$ cat src/rtl/fifo_wr_arbiter.sv
// fifo_wr_arbiter: round-robin burst arbiter sharing one FIFO write port among N requesters
module fifo_wr_arbiter #(
    parameter int DW        = 8,
    parameter int IDW       = 2,
    parameter int MAX_BURST = 4
) (
    input  logic                       clk,
    input  logic                       reset,
    input  logic [(1<<IDW)-1:0]        req_valid,
    input  logic [(1<<IDW)*DW-1:0]     req_data,
    output logic [(1<<IDW)-1:0]        req_ready,
    input  logic                       fifo_full,
    output logic                       fifo_we,
    output logic [DW-1:0]              fifo_wdata,
    output logic [IDW-1:0]             grant_id,
    output logic                       busy
);
    localparam int N = 1 << IDW;
    localparam int BW = MAX_BURST > 1 ? $clog2(MAX_BURST) : 1;
    localparam logic [BW-1:0] LAST_BEAT = BW'(MAX_BURST - 1);

    typedef enum logic {IDLE, GRANT} state_t;

    state_t          r_state;
    logic [IDW-1:0]  r_grant;
    logic [IDW-1:0]  r_last;
    logic [BW-1:0]   r_beat;
    logic [IDW-1:0]  w_win;
    logic [IDW-1:0]  w_idx;
    logic            w_valid;
    logic            w_xfer;
    logic [DW-1:0]   w_lane [N];

    genvar g;
    generate
        for (g = 0; g < N; g++) begin : g_lane
            assign w_lane[g] = req_data[g*DW +: DW];
        end
    endgenerate

    // round-robin pick: scan offsets from far to near so the nearest valid one after last wins
    always_comb begin
        w_win = r_last;
        w_idx = r_last;
        for (int k = N; k >= 1; k--) begin
            w_idx = r_last + IDW'(k);
            if (req_valid[w_idx]) w_win = w_idx;
        end
    end

    assign w_valid    = req_valid[r_grant];
    assign w_xfer     = !reset && r_state == GRANT && w_valid && !fifo_full;
    assign req_ready  = {N{w_xfer}} & (N'(1) << r_grant);
    assign fifo_we    = w_xfer;
    assign fifo_wdata = r_state == GRANT ? w_lane[r_grant] : '0;
    assign grant_id   = r_grant;
    assign busy       = r_state == GRANT;

    // grant on any valid in IDLE; release on burst limit or when the owner drops valid
    always_ff @(posedge clk) begin
        if (reset) begin
            r_state <= IDLE;
            r_grant <= '0;
            r_last  <= IDW'(N - 1);
            r_beat  <= '0;
        end else if (r_state == IDLE) begin
            if (|req_valid) begin
                r_state <= GRANT;
                r_grant <= w_win;
                r_last  <= w_win;
            end
        end else if (!w_valid || (w_xfer && r_beat == LAST_BEAT)) begin
            r_state <= IDLE;
            r_beat  <= '0;
        end else if (w_xfer) begin
            r_beat <= r_beat + BW'(1);
        end
    end
endmodule

$ cat config.mk
export PLATFORM = sky130hd
export DESIGN_NAME = fifo_wr_arbiter
export DESIGN_NICKNAME = d
export VERILOG_FILES = /design/src/rtl/fifo_wr_arbiter.sv
export SDC_FILE = /design/constraint.sdc
export NUM_CORES = 1
export LEC_CHECK = 0
export ABC_AREA = 0
export ABC_CLOCK_PERIOD_IN_PS = 1600
export BUFFER_PORTS_ARGS = -buffer_cell sky130_fd_sc_hd__buf_2
export CORE_AREA = 3 3 50 52
export CTS_CLUSTER_DIAMETER = 200
export DETAILED_ROUTE_END_ITERATION = 6
export DIE_AREA = 0 0 53 55
export HOLD_SLACK_MARGIN = 0.02
export MAX_ROUTING_LAYER = met4
export PLACE_DENSITY = 0.71
export SKIP_CTS_REPAIR_TIMING = 1
export SYNTH_ARGS = -nofsm -noshare
export SYNTH_HDL_FRONTEND = slang
export SYNTH_SLANG_ARGS = --single-unit
$ cat constraint.sdc
create_clock -name clk -period 1.6 [get_ports clk]
set_input_delay 0.32 -clock clk [delete_from_list [all_inputs] [get_ports clk]]
set_output_delay 0.32 -clock clk [all_outputs]
set_load 0.02 [all_outputs]
### After elaboration in Yosys (flattened, before gate mapping)

Index checks and enable logic that the tools add are counted.

| storage, ports and cells | value |
|---|---|
| register bits after elaboration | 7 |
| bits of input ports | 39 |
| output and inout bits | 16 |
| word-level logic and storage cells | 50 |

| operators by class | value |
|---|---|
| reductions and logical operators | 12 |
| equality and inequality tests | 1 |
| shift-type cells | 1 |
| magnitude comparators | 5 |
| mux-type cells | 20 |
| bitwise operators | 3 |
| add/sub/neg operators | 4 |

Operators with widths:

| operator | number |
|---|---|
| 2-to-1 mux 8 bit | 3 |
| binary-select mux 8 bit (select 2 bit) | 1 |
| less-than comparator 2 x 3 -> 1 bit (second input constant) | 4 |
| 2-to-1 mux 2 bit | 5 |
| binary-select mux 1 bit (select 2 bit) | 4 |
| 2-to-1 mux 1 bit | 7 |
| adder 2 x 1 -> 2 bit (second input constant) | 2 |
| adder 2 bit (second input constant) | 2 |
| bitwise AND 4 bit | 1 |
| logical AND 1 bit | 4 |
| AND reduction 2 bit | 2 |
| OR reduction 4 bit | 1 |
| left shift 1 x 2 -> 4 bit (first input constant) | 1 |
| >= comparator 3 bit (second input constant) | 1 |
| logical NOT 1 bit | 3 |
| NOT 2 -> 3 bit | 1 |
| == test 2 bit (second input constant) | 1 |
| nonzero test 2 bit | 1 |
| logical OR 1 bit | 1 |
| NOT 1 bit | 1 |

### Longest topological paths before layout

Gate-level depths: netlist (run 1).

| logic depth | value |
|---|---|
| word-level depth | 8 |
| depth in mapped cells | 5 |
| mapped depth without buffers | 5 |

### Worst setup path after synthesis (run 1)

OpenSTA, ideal clock, no wires.

| path | value |
|---|---|
| path kind | register to output |
| start | register r_grant[0] (netlist: grant_id[0]) |
| end | output fifo_wdata[0] |
| cell stages (with the launch flop) | 4 |
| path slack | -0.264 ns |
| data required time | 1.280 ns |
| arrival | 1.544 ns |
| buffers on the path | 1 |
| cell sequence | dfxtp_1 -> buf_2 -> mux4_2 -> and2_1 |

| on the way | value |
|---|---|
| longest elaborated chain between the ends | 5 |

Ends and longest elaborated chain:

| item | line | source |
|---|---|---|
| from (decl) | 25 | `logic [IDW-1:0] r_grant;` |
| from (signal assigned) | 69 | `r_grant <= w_win;` |
| NOT 2 -> 3 bit (implied by the code) | 55 | `assign fifo_wdata = r_state == GRANT ? w_lane[r_grant] : '0;` |
| binary-select mux 8 bit (select 2 bit) | 55 |  |
| 2-to-1 mux 8 bit (implied by the code) (2 in a row) | 55 |  |
| 2-to-1 mux 8 bit | 55 |  |
| to (decl) | 14 | `output logic [DW-1:0] fifo_wdata,` |

Every way passes these cells. The select of a mux whose other input is x is not followed.

### Worst setup path after layout (run 1)

| path | value |
|---|---|
| start | register r_grant[0] (netlist: grant_id[0]) |
| end | output req_ready[2] |

| on the way | value |
|---|---|
| longest elaborated chain between the ends | 5 |
| elaborated cells on any way between the ends | 6 |
| classes of those cells | shift (1); mux (2); bitwise (1); reduce/logical (2) |

Ends and longest elaborated chain:

| item | line | source |
|---|---|---|
| binary-select mux 1 bit (select 2 bit) | 51 | `assign w_valid = req_valid[r_grant];` |
| 2-to-1 mux 1 bit (implied by the code) | 51 |  |
| logical AND 1 bit (2 in a row) | 52 | `assign w_xfer = !reset && r_state == GRANT && w_valid && !fifo_full;` |
| bitwise AND 4 bit (*) | 53 | `assign req_ready = {N{w_xfer}} & (N'(1) << r_grant);` |
| to (decl) | 11 | `output logic [(1<<IDW)-1:0] req_ready,` |

Mark *: on every way between the ends. The rest lies on a longest branch, timed or not. The select of a mux whose other input is x is not followed.

==> results of run 1 <==
synth_stat cells (all sizes together), types with 3 or more instances:
master  number
clkbuf       3
dfxtp        7
buf          3
nor3         4
and2         8
inv          6
mux4         9
a21oi        4
nor2         6
o21ai        3
through the flow:
step	cells	worst slack, ps	utilization
final	168	-335	0.540
after global routing	168	-399	0.540
after global placement	164	-139	0.517
after detailed placement	164	-152	0.517
after floorplan	75	-51.4	-
after CTS	168	-384	0.529
layer usage:
metal  vias to the layer above  track usage  wire length (um)
met5                         -            -                 0
met4                         0       0.0128                 0
met3                         0       0.0697               319
met2                        43        0.260              1030
met1                       390        0.138               793
li1                        415            -                 -
flip-flops by register name, summed over array words and instances, names as in the netlist:
name / count
busy: 1
grant_id: 2
r_beat: 2
r_last: 2
worst min-delay path by stage:
| stage | startpoint | to | slack [ps] | cells after the start |
|---|---|---|---|---|
| detailed placement | r_beat[1] | r_beat[1] | 470 | 1 |
| global route | reset | grant_id[1] | 390 | 3 |
| CTS | reset | grant_id[1] | 390 | 3 |
| floorplan | r_beat[1] | r_beat[1] | 450 | 1 |
| global placement | r_beat[1] | r_beat[1] | 470 | 1 |
| finish | reset | grant_id[1] | 390 | 3 |
cells by family after synthesis:
kind of cell / count (synthesis) / synth area share
and+or+nand+nor: 30 / 0.250
DFF: 7 / 0.198
buffers and inverters: 12 / 0.0705
adders and majority gates: 1 / 0.0176
muxes: 11 / 0.321
AOI/OAI and AO/OA: 14 / 0.143
power groups by stage:
stage                     registers [W]  logic [W]  clock network [W]
final                          0.000257   0.000532           0.000159
after detailed placement       0.000260   0.000534                  0
after CTS                      0.000257   0.000535           0.000165
after floorplan                0.000252   0.000367                  0
after global routing           0.000263   0.000581           0.000175
after global placement         0.000258   0.000520                  0
placed cells by master (no fill, tap or decap), types with 2 or more instances in the layout:
master | netlist | routed
inv_1 | 5 | 5
clkbuf_4 | 0 | 3
a21oi_1 | 4 | 4
buf_2 | 3 | 49
and2_1 | 8 | 8
nor2_1 | 6 | 6
nor3_1 | 4 | 4
mux4_2 | 9 | 9
o21ai_0 | 3 | 3
nand2_1 | 2 | 2
dfxtp_1 | 7 | 5
buf_6 | 0 | 3
nor3b_1 | 2 | 2
buf_4 | 0 | 15
and3_4 | 0 | 2
final cells by class:
class / count / share of cell area
clock buffer: 4 / 0.0227
timing repair buffer: 67 / 0.338
inverter: 6 / 0.0216
sequential: 7 / 0.125
tap: 28 / 0.0302
multi-input combinational: 56 / 0.463
tightest hold or removal path: cells and delay by family:
family                 cells  cell delay, ps
buffers and inverters      2             230
AO/OA/AOI/OAI              1              40
==> results.py, run 1 <==
metrics = {
    "clock_network": {
        "clock_path_buffers": 2,
        "h-tree-depth": 1,
        "cts_buffers": 3,
        "clk_latency_ps": 250,
        "cts.clk_slew.worst_paths_ps": 50,
        "cts_tree": "yes",
        "cts.sinks": 7,
        "clockRootBuffer": "clkbuf_4",
    },
    "detailed_routing": {
        "routed_wl_um": 2140,
        "dr.pass1.iters": 4,
        "drtIter0Drc": 6,
        "post_drt_via_cell_ratio": 5.05,
        "ant_nets": 0,
        "route.detailed.wl_per_inst_um": 12.7,
        "vias": 848,
        "drc": 0,
    },
    "logic_synthesis": {
        "synth_edf_count": 0,
        "async_flop_share": 0,
        "syn-cell-area_sq_um": 709,
        "ys_warn_count": 0,
        "avgSynthCellArea_sq_um": 9.46,
        "ys_ff_latch": 7,
        "synthesis.nets": 115,
        "synthCells": 75,
        "synth_ff_type": "dfxtp_1",
        "yosysUniqueCellTypes": 31,
        "synth_area_leaders": "mux4_2, dfxtp_1, and2_1, nor2_1, a21oi_1",
        "synth.largest_area_cell": "mux4_2",
        "yosysTopAreaCellShare": 0.286,
        "ys_seq_area_frac": 0.198,
    },
    "setup_path": {
        "worst_setup_path_end_kind": "output pin",
        "crit_path_end": "req_ready[2]",
        "crit_buf_inv": 2,
        "cp.arrival_ps": 1610,
        "critPathKind": "reg2out",
        "crit_cells": 5,
        "timing.rr.start": "grant_id[0]",
        "cpLargestDelayFamily": "multiplexers",
        "crit_required_ps": 1280,
        "max_stage_delay_ps": 560,
        "crit_chain": "mux4_2, nand3_4, inv_4, and3_4, buf_6",
        "r2r_end": "r_beat[0]",
        "cp_slowest_cell": "mux4_2",
        "startpoint": "grant_id[0]",
        "worst_setup_path_start_kind": "flop",
        "r2r_setup_slack_ps": 80,
        "reg2reg_depth": 4,
        "path_max_fanout": 3,
    },
    "sta": {
        "period_share": 1.21,
        "hold_viol_final": 0,
        "rsz0062_at_grt": "yes",
        "drv_slew": 0,
        "whs_ps": 388,
        "finalSetupViolCount": 13,
        "finalCriticalPeriod_ps": 1930,
        "max_freq_mhz": 517,
        "worst_slack_ps": -335,
        "setup_tns_ps": -3820,
        "relSlewSlack": 0.749,
        "skew_ps": 0.513,
        "worst_pin_slew_ps": 373,
    },
    "grt": {
        "grt_pass1_vias": 738,
        "grt_start_max_net_pins": 15,
        "grt_overflow_total": 0,
        "grt_antenna_before_repair": 0,
        "grt_pass1_wl_um": 2980,
        "grt_usage": 0.141,
    },
    "pwr": {
        "pwr-share-clk": 0.168,
        "pwr-share-comb": 0.561,
        "internal-power_w": 0.000589,
        "ir_worst_vdd_uv": 465,
        "p_per_area_nw_per_um2": 817,
        "power_leakage_nw": 0.565,
        "switching_share": 0.379,
        "power_w": 0.000948,
        "p_switching_w": 0.000359,
        "power_frac_seq": 0.271,
    },
    "die": {
        "die_y_um": 55,
        "core_area_sq_um": 2150,
        "chipWidth_um": 53,
        "rows": 17,
        "die-area_sq_um": 2920,
        "io_pins": 55,
        "start_util": 0.330,
    },
    "min_path": {
        "hp-class": "in2reg",
    },
    "job": {
        "drv_cap": 0,
    },
    "layout": {
        "drive_above_1_share": 0.636,
        "area.growth.synth_to_final_pct": 63.5,
        "nets": 181,
        "diodes": 0,
        "fill_cells": 217,
        "multi_input_area_sq_um": 537,
        "seq_area_sq_um": 145,
        "fin_area_sq_um": 1160,
    },
    "place": {
        "hpwl_um": 1820,
        "dpl-instance-area_sq_um": 1110,
        "gp_congestion": 0.844,
        "port_buffers": 54,
    },
    "run_status": {
        "outcome": "finished, violations left",
        "violations": "negative setup slack",
    },
}
No activity file was read; power rests on OpenSTA's default activity.
==> run 2, diff against run 1 <==
--- a/config.mk
+++ b/config.mk
@@ -8,10 +8,10 @@
 export ABC_AREA = 0
 export ABC_CLOCK_PERIOD_IN_PS = 1600
 export BUFFER_PORTS_ARGS = -buffer_cell sky130_fd_sc_hd__buf_2
-export CORE_AREA = 3 3 50 52
+export CORE_AREA = 2 2 49 51
 export CTS_CLUSTER_DIAMETER = 200
 export DETAILED_ROUTE_END_ITERATION = 6
-export DIE_AREA = 0 0 53 55
+export DIE_AREA = 0 0 51 53
 export HOLD_SLACK_MARGIN = 0.02
 export MAX_ROUTING_LAYER = met4
 export PLACE_DENSITY = 0.71
==> constraint.sdc (replaced) <==
create_clock -name clk -period 1.6 [get_ports clk]
set_input_delay 0.08 -clock clk [delete_from_list [all_inputs] [get_ports clk]]
set_output_delay 0.08 -clock clk [all_outputs]
set_load 0.02 [all_outputs]
==> run 2 against run 1 <==
  * Maximum frequency increased by 13%
  * Largest power group unchanged
  * Critical path type unchanged
  * Worst hold slack lost 290 ps
  * Register-to-register slack got worse by 140 ps
  * The run still ends with negative setup slack left
  * Combinational power increased by 7.7%
  * Final cell count decreased by 4.2%
  * First-iteration DRC count increased by 130%
  * Non-clock buffer count is 7 lower
  * Count of clock-buffer cells in the layout unchanged
  * Clock skew is 1.6 ps higher
  * Critical endpoint unchanged
  * Clock power increased by 8%
  * Total power increased by 5.0%
  * Highest routed layer is now met4
  * Routed wire length decreased by 3.1%
==> results.py, run 2 (synthesis results as in run 1) <==
metrics = {
    "clock_network": {
        "cts_buffers": 3,
        "clock_path_buffers": 2,
        "clockRootBuffer": "clkbuf_4",
        "cts.sinks": 7,
        "cts.clk_slew.worst_paths_ps": 60,
        "clk_latency_ps": 260,
        "cts_tree": "yes",
        "h-tree-depth": 1,
    },
    "die": {
        "start_util": 0.330,
        "chipWidth_um": 51,
        "die-area_sq_um": 2700,
        "io_pins": 55,
        "rows": 17,
        "die_y_um": 53,
        "core_area_sq_um": 2150,
    },
    "min_path": {
        "min_path_cells": 2,
        "hp-class": "in2reg",
        "min-delay-start": "reset",
    },
    "setup_path": {
        "cp.arrival_ps": 1630,
        "r2r_setup_slack_ps": -60,
        "crit_chain": "mux4_2, nand3_4, inv_2, and3_4, buf_6",
        "crit_required_ps": 1520,
        "reg2reg_depth": 5,
        "worst_setup_path_end_kind": "output pin",
        "startpoint": "grant_id[0]",
        "crit_buf_inv": 2,
        "timing.rr.start": "grant_id[0]",
        "cpLargestDelayFamily": "multiplexers",
        "max_stage_delay_ps": 560,
        "crit_cells": 5,
        "cp_slowest_cell": "mux4_2",
        "worst_setup_path_start_kind": "flop",
        "critPathKind": "reg2out",
        "path_max_fanout": 3,
    },
    "run_status": {
        "violations": "negative setup slack",
        "outcome": "finished, violations left",
    },
    "detailed_routing": {
        "post_drt_via_cell_ratio": 5.20,
        "ant_nets": 0,
        "routed_wl_um": 2070,
        "dr.pass1.iters": 4,
        "drtIter0Drc": 14,
        "vias": 837,
        "drc": 0,
        "route.detailed.wl_per_inst_um": 12.9,
    },
    "layout": {
        "area.growth.synth_to_final_pct": 60.7,
        "diodes": 0,
        "most-common-layout-cells": "buf_2, mux4_2, nor2_1, dfxtp_1, buf_4",
        "nets": 174,
        "final_common_cell": "buf_2",
        "fill_cells": 189,
        "drive_above_1_share": 0.647,
        "post-route-util": 0.531,
    },
    "grt": {
        "grt_overflow_total": 0,
        "grt_pass1_wl_um": 3260,
        "grt_antenna_before_repair": 0,
        "grt_start_max_net_pins": 15,
        "grt_pass1_vias": 804,
        "grt_usage": 0.161,
    },
    "sta": {
        "hold_viol_final": 0,
        "drv_slew": 0,
        "relSlewSlack": 0.607,
        "finalCriticalPeriod_ps": 1710,
        "max_freq_mhz": 585,
        "rsz0062_at_grt": "yes",
        "skew_ps": 2.09,
        "worst_slack_ps": -110,
        "finalSetupViolCount": 14,
        "worst_pin_slew_ps": 583,
        "period_share": 1.07,
        "setup_tns_ps": -882,
        "whs_ps": 98.6,
    },
    "pwr": {
        "p_per_area_nw_per_um2": 873,
        "ir_worst_vdd_uv": 484,
        "power_leakage_nw": 0.542,
        "power_w": 0.000995,
    },
    "job": {
        "drv_cap": 0,
    },
    "place": {
        "gp_congestion": 0.747,
        "hpwl_um": 1610,
        "port_buffers": 54,
        "dp_slack_ps": 126,
    },
}
[run 2: cell type report]
type	count	area, sq um	area share
Clock buffer	4	26.3	0.0231
Inverter	6	22.5	0.0198
Sequential cell	7	141	0.124
Timing Repair Buffer	60	362	0.317
Multi-Input combinational cell	56	553	0.485
Tap cell	28	35.0	0.0307
[run 2: layer usage]
| layer | share of wire | wire length (um) | track usage | up-vias |
|---|---|---|---|---|
| li1 | - | - | - | 403 |
| met1 | 0.39 | 804 | 0.153 | 389 |
| met2 | 0.49 | 1010 | 0.307 | 43 |
| met3 | 0.11 | 237 | 0.0480 | 2 |
| met4 | 0.0077 | 16 | 0.0586 | 0 |
| met5 | 0 | 0 | - | - |
[run 2: path summary, 6_finish.rpt]
kind | end
worst max-delay path | req_ready[2]
worst min-delay path | busy
worst max register to register | r_beat[0]
worst min register to register | r_beat[1]
[run 2: through the flow]
stage	instances	instance area (sq um)
floorplan	75	711
global placement	154	1010
detailed placement	154	1010
CTS	158	1040
global route	161	1140
finish	161	1140
[run 2: power breakdown]
group	internal [W]	switching, W
sequential	0.000206	0.0000433
clock	0.0000959	0.0000764
combinational	0.000308	0.000265
==> run 3, diff against run 2 <==
--- a/config.mk
+++ b/config.mk
@@ -8,6 +8,7 @@
 export ABC_AREA = 0
 export ABC_CLOCK_PERIOD_IN_PS = 1600
 export BUFFER_PORTS_ARGS = -buffer_cell sky130_fd_sc_hd__buf_2
+export CAP_MARGIN = 20
 export CORE_AREA = 2 2 49 51
 export CTS_CLUSTER_DIAMETER = 200
 export DETAILED_ROUTE_END_ITERATION = 6
@@ -19,3 +20,4 @@
 export SYNTH_ARGS = -nofsm -noshare
 export SYNTH_HDL_FRONTEND = slang
 export SYNTH_SLANG_ARGS = --single-unit
+export TNS_END_PERCENT = 20
==> run 3 against run 2 <==
  * The run still ends with negative setup slack left
  * Final area unchanged
  * Utilization is the same
  * Sequential power hardly changed
  * Maximum frequency unchanged
  * Die area is the same
  * First-iteration DRC count down 7.1%
  * Critical path type unchanged
  * Largest cell class unchanged
  * Highest routed layer unchanged
==> results.py, run 3 (synthesis results as in run 1) <==
metrics = {
    "sta": {
        "max_freq_mhz": 585,
        "worst_pin_slew_ps": 583,
        "drv_slew": 0,
        "rsz0062_at_grt": "yes",
        "relSlewSlack": 0.607,
        "period_share": 1.07,
        "hold_viol_final": 0,
        "finalSetupViolCount": 14,
        "skew_ps": 2.09,
        "worst_slack_ps": -110,
        "finalCriticalPeriod_ps": 1710,
    },
    "die": {
        "core_area_sq_um": 2150,
        "die-area_sq_um": 2700,
        "chipWidth_um": 51,
        "start_util": 0.330,
        "die_y_um": 53,
        "io_pins": 55,
        "rows": 17,
    },
    "clock_network": {
        "clockRootBuffer": "clkbuf_4",
        "cts.clk_slew.worst_paths_ps": 60,
        "h-tree-depth": 1,
        "cts.sinks": 7,
        "cts_buffers": 3,
        "clock_path_buffers": 2,
        "cts_tree": "yes",
        "clk_latency_ps": 260,
    },
    "setup_path": {
        "worst_setup_path_start_kind": "flop",
        "cp.arrival_ps": 1630,
        "worst_setup_path_end_kind": "output pin",
        "crit_required_ps": 1520,
        "path_max_fanout": 3,
        "critPathKind": "reg2out",
    },
    "layout": {
        "fill_cells": 189,
        "nets": 174,
        "seq_area_sq_um": 141,
        "most-common-layout-cells": "buf_2, mux4_2, nor2_1, dfxtp_1, buf_4",
        "multi_input_area_sq_um": 553,
        "drive_above_1_share": 0.647,
        "fin_area_sq_um": 1140,
        "area.growth.synth_to_final_pct": 60.7,
        "final_common_cell": "buf_2",
        "diodes": 0,
    },
    "grt": {
        "grt_pass1_vias": 804,
        "grt_pass1_wl_um": 3260,
        "grt.met2_usage": 0.307,
        "grt.met3_usage": 0.0480,
        "grt_usage": 0.161,
        "grt_start_max_net_pins": 15,
        "grt_overflow_total": 0,
        "grt_antenna_before_repair": 0,
        "grt_util_met1": 0.153,
        "top_usage_layer": "met2",
    },
    "pwr": {
        "power_leakage_nw": 0.542,
        "switching_share": 0.386,
        "pwr-share-clk": 0.173,
        "pwr-share-comb": 0.576,
        "ir_worst_vdd_uv": 484,
        "p_per_area_nw_per_um2": 873,
        "p_switching_w": 0.000384,
        "power_frac_seq": 0.251,
        "internal-power_w": 0.000610,
    },
    "detailed_routing": {
        "post_drt_via_cell_ratio": 5.21,
        "routed_wl_um": 2070,
        "drtIter0Drc": 13,
        "dr.pass1.iters": 4,
        "route.detailed.wl_per_inst_um": 12.9,
        "drc": 0,
        "ant_nets": 0,
        "vias": 839,
    },
    "run_status": {
        "violations": "negative setup slack",
        "outcome": "finished, violations left",
    },
    "place": {
        "port_buffers": 54,
        "gp_congestion": 0.747,
        "hpwl_um": 1610,
        "dpl-instance-area_sq_um": 1010,
        "dp_slack_ps": 126,
    },
    "min_path": {
        "hp-class": "in2reg",
    },
    "job": {
        "drv_cap": 0,
    },
}
[run 3: path summary, 6_finish.rpt]
| check | slack (ps) | to | cells after the start | start |
|---|---|---|---|---|
| worst max-delay path | -110 | req_ready[2] | 5 | grant_id[0] |
| worst min-delay path | 100 | busy | 2 | reset |
| worst max register to register | -60 | r_beat[0] | 5 | grant_id[0] |
| worst min register to register | 490 | r_beat[1] | 1 | r_beat[1] |
[run 3: routing by layer]
layer / vias up / wire length (um)
li1: 403 / -
met1: 391 / 805
met2: 43 / 1010
met3: 2 / 235
met4: 0 / 16
met5: - / 0
[run 3: final cells by class]
type                       instances  share of cell area
clock buffer                       4              0.0231
timing repair buffer              60               0.317
multi-input combinational         56               0.485
inverter                           6              0.0198
sequential                         7               0.124
tap                               28              0.0307
[run 3: stage by stage]
step,hold slack [ps],TNS (ps),std cells,total power [W],utilization
detailed placement,374,0,154,0.000749,0.471
global placement,359,0,154,0.000733,0.471
CTS,102,-1310,158,0.000922,0.483
global route,112,-1470,161,0.00106,0.531
floorplan,322,0,75,0.000599,-
finish,98.6,-821,161,0.000995,0.531
[run 3: worst max-delay path, stage by stage (launching register included)]
cell	delay [ps]
dfxtp_2	370
mux4_2	560
nand3_4	100
inv_2	50
and3_4	170
buf_6	120
[run 3: power groups by stage]
stage               combinational, W  clock [W]  sequential, W
global placement            0.000488          0       0.000245
floorplan                   0.000351          0       0.000248
finish                      0.000573   0.000172       0.000250
detailed placement          0.000500          0       0.000249
CTS                         0.000502   0.000175       0.000245
global route                0.000621   0.000187       0.000256
